### src/rtl/mult_pkg.sv
// Shared definitions for the 4x4 multiplier and its product accumulator.
//   OPND_W     : operand width of the multiplier
//   PROD_W_DEF : default width of the multiplier product
//   state_e    : accumulator control states
package mult_pkg;

    localparam int OPND_W     = 4;
    localparam int PROD_W_DEF = 2 * OPND_W;

    typedef enum logic [0:0] {
        ACCUM = 1'b0,
        HOLD  = 1'b1
    } state_e;

endpackage

### src/rtl/prod_accum_if.sv
// Product-in / result-out handshake bundle of the product accumulator.
//   in_valid/in_ready/prod     : product stream into the accumulator
//   out_valid/out_ready        : completed-burst result handshake
//   acc_out/ovf                : burst sum and sticky overflow flag
// slave  : accumulator side
// master : producer/consumer side
interface prod_accum_if #(
    parameter int PROD_W = 8,
    parameter int ACC_W  = 12
);
    logic              in_valid;
    logic              in_ready;
    logic [PROD_W-1:0] prod;
    logic              out_valid;
    logic              out_ready;
    logic [ACC_W-1:0]  acc_out;
    logic              ovf;

    modport slave (
        input  in_valid,
        input  prod,
        input  out_ready,
        output in_ready,
        output out_valid,
        output acc_out,
        output ovf
    );

    modport master (
        output in_valid,
        output prod,
        output out_ready,
        input  in_ready,
        input  out_valid,
        input  acc_out,
        input  ovf
    );
endinterface

### src/rtl/prod_accum.sv
// Product accumulator: sums LEN unsigned products into an ACC_W-bit total,
// then presents the total on a valid/ready port until it is taken.
//   CLK  : rising-edge clock
//   RST  : synchronous active-high reset (highest priority)
//   clr  : synchronous burst abort while accumulating; ignored while holding
//   bus  : prod_accum_if slave (in_valid/in_ready/prod,
//          out_valid/out_ready/acc_out/ovf)
// in_ready and out_valid are pure decodes of the state register, so no input
// reaches them combinationally.
module prod_accum
    import mult_pkg::*;
#(
    parameter int PROD_W = PROD_W_DEF,
    parameter int ACC_W  = 12,
    parameter int LEN    = 4
) (
    input  logic          CLK,
    input  logic          RST,
    input  logic          clr,
    prod_accum_if.slave   bus
);

    localparam int               CNT_W  = $clog2(LEN + 1);
    localparam logic [CNT_W-1:0] LAST_C = CNT_W'(LEN - 1);

    state_e             state_r;
    state_e             state_s;
    logic [ACC_W-1:0]   acc_r;
    logic [ACC_W-1:0]   acc_s;
    logic [CNT_W-1:0]   cnt_r;
    logic [CNT_W-1:0]   cnt_s;
    logic               ovf_r;
    logic               ovf_s;
    logic [ACC_W-1:0]   acc_out_r;
    logic [ACC_W-1:0]   acc_out_s;
    logic [ACC_W:0]     sum_s;

    // One extra bit on the adder captures the carry out of the accumulator.
    assign sum_s = {1'b0, acc_r} + (ACC_W + 1)'(bus.prod);

    // Next-state and datapath decode for the accumulate/hold controller.
    always_comb begin
        state_s   = state_r;
        acc_s     = acc_r;
        cnt_s     = cnt_r;
        ovf_s     = ovf_r;
        acc_out_s = acc_out_r;
        case (state_r)
            ACCUM: begin
                if (clr) begin
                    // Abort wins over a same-cycle product.
                    acc_s = '0;
                    cnt_s = '0;
                    ovf_s = 1'b0;
                end else if (bus.in_valid) begin
                    acc_s = sum_s[ACC_W-1:0];
                    cnt_s = cnt_r + CNT_W'(1);
                    ovf_s = ovf_r | sum_s[ACC_W];
                    if (cnt_r == LAST_C) begin
                        state_s   = HOLD;
                        acc_out_s = sum_s[ACC_W-1:0];
                    end else begin
                        state_s   = ACCUM;
                    end
                end else begin
                    state_s = ACCUM;
                end
            end
            HOLD: begin
                if (bus.out_ready) begin
                    // Result taken; nothing is accepted on this edge, giving
                    // a one-cycle bubble before the next burst.
                    state_s = ACCUM;
                    acc_s   = '0;
                    cnt_s   = '0;
                    ovf_s   = 1'b0;
                end else begin
                    state_s = HOLD;
                end
            end
            default: begin
                state_s   = ACCUM;
                acc_s     = '0;
                cnt_s     = '0;
                ovf_s     = 1'b0;
                acc_out_s = '0;
            end
        endcase
    end

    // State and datapath registers with synchronous reset.
    always_ff @(posedge CLK) begin
        if (RST) begin
            state_r   <= ACCUM;
            acc_r     <= '0;
            cnt_r     <= '0;
            ovf_r     <= 1'b0;
            acc_out_r <= '0;
        end else begin
            state_r   <= state_s;
            acc_r     <= acc_s;
            cnt_r     <= cnt_s;
            ovf_r     <= ovf_s;
            acc_out_r <= acc_out_s;
        end
    end

    assign bus.in_ready  = (state_r == ACCUM);
    assign bus.out_valid = (state_r == HOLD);
    assign bus.acc_out   = acc_out_r;
    assign bus.ovf       = ovf_r;

endmodule

### src/flat_wrapper.sv
// flat-port wrapper written by rule: the top's interface ports become plain ports
module prod_accum_flat import mult_pkg::*;
#(
    parameter int PROD_W = PROD_W_DEF,
    parameter int ACC_W  = 12,
    parameter int LEN    = 4
)
  (CLK, RST, clr, bus_in_valid, bus_prod, bus_out_ready, bus_in_ready, bus_out_valid, bus_acc_out, bus_ovf);
  prod_accum_if #(.PROD_W(PROD_W), .ACC_W(ACC_W)) bus_i ();
  input  logic CLK;
  input  logic RST;
  input  logic clr;
  input wire logic [$bits(bus_i.in_valid)-1:0] bus_in_valid;
  input wire logic [$bits(bus_i.prod)-1:0] bus_prod;
  input wire logic [$bits(bus_i.out_ready)-1:0] bus_out_ready;
  output wire logic [$bits(bus_i.in_ready)-1:0] bus_in_ready;
  output wire logic [$bits(bus_i.out_valid)-1:0] bus_out_valid;
  output wire logic [$bits(bus_i.acc_out)-1:0] bus_acc_out;
  output wire logic [$bits(bus_i.ovf)-1:0] bus_ovf;
  assign bus_i.in_valid = bus_in_valid;
  assign bus_i.prod = bus_prod;
  assign bus_i.out_ready = bus_out_ready;
  assign bus_in_ready = bus_i.in_ready;
  assign bus_out_valid = bus_i.out_valid;
  assign bus_acc_out = bus_i.acc_out;
  assign bus_ovf = bus_i.ovf;
  prod_accum #(.PROD_W(PROD_W), .ACC_W(ACC_W), .LEN(LEN)) u_core (.CLK(CLK), .RST(RST), .clr(clr), .bus(bus_i));
endmodule
### config.mk
export PLATFORM = sky130hd
export DESIGN_NAME = prod_accum_flat
export DESIGN_NICKNAME = d
export VERILOG_FILES = /design/src/rtl/mult_pkg.sv /design/src/rtl/prod_accum_if.sv /design/src/rtl/prod_accum.sv /design/src/flat_wrapper.sv
export SDC_FILE = /design/constraint.sdc
export NUM_CORES = 1
export LEC_CHECK = 0
export CAP_MARGIN = 20
export CORE_UTILIZATION = 40
export CTS_BUF_LIST = sky130_fd_sc_hd__clkbuf_8 sky130_fd_sc_hd__clkbuf_16
export DETAILED_ROUTE_END_ITERATION = 8
export PLACE_DENSITY = 0.61
export SETUP_SLACK_MARGIN = 0.15
export SYNTH_ARGS = -nofsm -noshare
export SYNTH_HDL_FRONTEND = slang
export SYNTH_SLANG_ARGS = --single-unit
export TNS_END_PERCENT = 1
### constraint.sdc
create_clock -name CLK -period 2.9 [get_ports CLK]
set_input_delay 0.87 -clock CLK [delete_from_list [all_inputs] [get_ports CLK]]
set_output_delay 0.87 -clock CLK [all_outputs]
set_load 0.05 [all_outputs]
==> summary.txt <==
Synthesis
  • Post-Syn Nets: 220
  • Average cell area after synthesis: 8.23 um2
  • Main synth FF type: sky130_fd_sc_hd__dfxtp_1
  • Summed instance area of the synthesized netlist: approximately 0.0016 mm2
  • Number of flops mapped to enable cells by yosys: 0
  • Synth unique cells: between 40 and 50
  • Seq/Total Area, Yosys: a little over a third
  • Synth Warn #: 0
  • Number of register bits inferred by synthesis: 29
  • Post-Syn Instances: ~200
  • Share of flip-flops with an asynchronous set or reset: 0%

STA
  • Worst clock skew: between 0.002 and 0.003 ns
  • Final-report hold violation count: 0
  • Worst-margin pin slew: about 0.52 ns
  • Final count of pins violating max slew: 0
  • Final Critical Period: about 2.6 ns
  • RSZ-0062 raised after global routing: false
  • Final clock period utilization by the worst path: 87.9%
  • Setup tns final: 0 ns
  • Count of final setup violators: 0
  • Highest clock frequency the design can meet: 0.392 GHz
  • Worst slew margin relative to its limit: around two thirds

Global route
  • Vias in the first global route: between 1500 and 2000
  • Met1 GRT Util: 24.5%
  • Total global routing overflow: 0
  • Met2 track utilization from global routing: between 30% and 40%
  • Total global routing track utilization: between 20% and 30%
  • Largest net degree at the start of global routing: 18
  • Antenna violations before repair: 0
  • Most Used Layer, Global Route: met2
  • Met3 usage: under 10%
  • First-pass GRT wire length: between 6000 and 7000 um

Power
  • VDD IR max: 348 uV
  • Proportion of power drawn by combinational gates: roughly 15%
  • Static Leak: roughly 0.84 nW
  • Sum of internal, switching and leakage power: 0.857 mW
  • Switch share: around 27%
  • Cell-internal power: ~0.62 mW
  • Switching component of the power: ~0.23 mW
  • Cell area power density: around 400 mW/mm2
  • Relative contribution of sequential cells to total power: a little under half
  • Part of the total power dissipated in the clock network: ~37%

Worst hold path
  • Worst min-delay path category: reg -> reg
  • Beginning of the worst hold path: u_core.bus.acc_out[5]$_SDFFE_PP0P_

Drt
  • Vias: 1548
  • Post-route DRC violation count: 0
  • DRC marker count from the first detailed-route iteration: 90
  • Overall routed net length: about 4000 um
  • Post-detailed-route via-to-cell ratio: between 5 and 6
  • Remaining antenna violation count: 0
  • Wire per inst: around 14 um
  • Router iterations before antenna repair: 4

Cells and area
  • Number of nets in the finished design: around 260
  • Fraction of final layout cells sized beyond drive strength 1: 16.4%
  • Area grow syn2layout: 32.9%
  • Post-route non-filler standard cell count: ~290
  • Commonest non-fill, non-tap cell in the layout: sky130_fd_sc_hd__nand2_1
  • Antenna diode count: 0
  • Leading cell types in the layout, fill and taps excluded: sky130_fd_sc_hd__nand2_1, sky130_fd_sc_hd__dfxtp_1, sky130_fd_sc_hd__clkdlybuf4s50_1

Placement
  • Final RePlAce weighted congestion: just over 0.8
  • Count of port buffers added during placement: 27
  • Placed insts: about 270
  • DPL Wire Length: around 2900 um

Clock tree
  • CTS tree: built
  • Worst skew pair latency: 0.28 ns
  • Clock Root Buffer: sky130_fd_sc_hd__clkbuf_8
  • CTS Buf Count: 5
  • Max Buffers Root-to-Sink: 2
  • Sink Count: 29
  • Deepest level of the CTS H-tree: 2
  • CTS hold repair buffers: 0
  • Clock transition at the register clock pins on the worst setup and hold paths after CTS: roughly 0.06 ns

Floorplan
  • # IOs: 28
  • Die Area: between 0.004 and 0.005 mm2
  • Height of the die: approximately 66 um
  • Starting density of the core: 42.8%
  • Row Count: 22
  • Horizontal extent of the die: between 60 and 70 um
  • Area inside the core boundary: 0.00377 mm2

Run
  • Max-cap viol count: 0

Critical path
  • Worst Path Arrival: 2.76 ns
  • Worst reg2reg path startpoint: u_core.acc_r[0]$_SDFFE_PP0P_
  • Launch point of the critical path: bus_prod[5]
  • Critical path endpoint category: register
  • Required time worst endpoint: just over 3 ns
  • Type of the setup path with the least slack: in -> reg
  • Critical Path Start Type: input port
  • Maximum fanout count along the critical path: 5

Outcome
  • Result of the run: finished clean
[power groups by stage]
| stage | registers, mW | logic, mW | clock network [mW] |
|---|---|---|---|
| 2_1_floorplan | 0.416 | 0.0754 | 0 |
| 3_3_place_gp | 0.417 | 0.121 | 0 |
| 3_5_place_dp | 0.417 | 0.122 | 0 |
| 4_1_cts | 0.408 | 0.127 | 0.323 |
| 5_1_grt | 0.408 | 0.142 | 0.358 |
| 6_report | 0.408 | 0.131 | 0.318 |
[timing repair]
action                     4_1_cts  5_1_grt
pin swaps                        2        5
setup endpoints to repair        3        6
hold endpoints to repair         0        0
resized for setup                4        5
setup buffers                    0        6
[critical path: stages]
cell and delay [ns]:
sky130_fd_sc_hd__clkdlybuf4s50_1 0.41, sky130_fd_sc_hd__ha_1 0.41, sky130_fd_sc_hd__nand4_4 0.16, sky130_fd_sc_hd__nor4_4 0.42
sky130_fd_sc_hd__a21oi_2 0.07, sky130_fd_sc_hd__or3_1 0.31, sky130_fd_sc_hd__a31oi_1 0.12
[routing by layer]
| layer | part of all wire (%) | vias to the layer above |
|---|---|---|
| met2 | 49 | 29 |
| met1 | 46 | 733 |
| li1 | - | 782 |
| met3 | 3.7 | 4 |
| met5 | 0 | - |
| met4 | 0.94 | 0 |
[metrics by stage]
stage / hold WS, ns / instance area, um2 / utilization, % / setup WS [ns]
floorplan: 0.438 / 1610 / - / 0.369
global placement: 0.448 / 1990 / 52.8 / -0.194
detailed placement: 0.456 / 1990 / 52.8 / -0.235
CTS: 0.463 / 2090 / 55.5 / 0.185
global route: 0.486 / 2150 / 56.9 / 0.281
finish: 0.460 / 2150 / 56.9 / 0.350
[synth_stat cells, drive strengths merged (2+ instances only)]
master  instances  area (um2)
a31oi           4        25.0
nor2           18        67.6
mux2i           2        20.0
a211oi          4        40.0
xor2            4        35.0
a22oi           6        45.0
clkbuf          8        31.3
a21oi          19        98.9
inv             6        22.5
nand2          30         113
nor3            4        20.0
xnor2           2        17.5
o21ai           8        40.0
nand2b          2        12.5
nand4           3        33.8
buf             3        13.8
or3             4        25.0
dfxtp          29         581
ha             10         125
nand3          10        50.1
nor4            2        33.8
o31ai           3        27.5
and3            2        12.5
[flip-flops by register name, indices dropped and copies added, names as in the netlist]
signal	count
u_core.bus.acc_out	12
u_core.acc_r	12
u_core.bus.ovf	1
u_core.cnt_r	3
u_core.bus.out_valid	1
[worst paths after layout]
check                                             to  slack [ns]  depth (start not counted)
setup / recovery       u_core.acc_r[11]$_SDFFE_PP0P_        0.35                          7
setup reg to reg  u_core.bus.acc_out[8]$_SDFFE_PP0P_        0.80                          8
hold / removal    u_core.bus.acc_out[5]$_SDFFE_PP0P_        0.46                          2
hold reg to reg   u_core.bus.acc_out[5]$_SDFFE_PP0P_        0.46                          2
[cell type report]
class | instances | area [um2]
Clock buffer | 5 | 68.8
Clock inverter | 3 | 13.8
Fill cell | 348 | 1630
Inverter | 6 | 22.5
Multi-Input combinational cell | 150 | 990
Sequential cell | 29 | 581
Tap cell | 48 | 60.1
Timing Repair Buffer | 45 | 410
[logic make-up (layout without fill, tap and decap cells)]
group                      count (synthesis)  in the layout  share of synthesized area [%]
and+or+nand+nor                           79             79                           24.8
AOI/OAI and AO/OA                         52             52                           21.5
DFF                                       29             29                           36.0
buffers and inverters                     17             59                           4.19
adders and majority gates                 11             11                           8.99
xor gates and xnor gates                   6              6                           3.26
muxes                                      2              2                           1.24
Power figures use the tool's default switching activity.
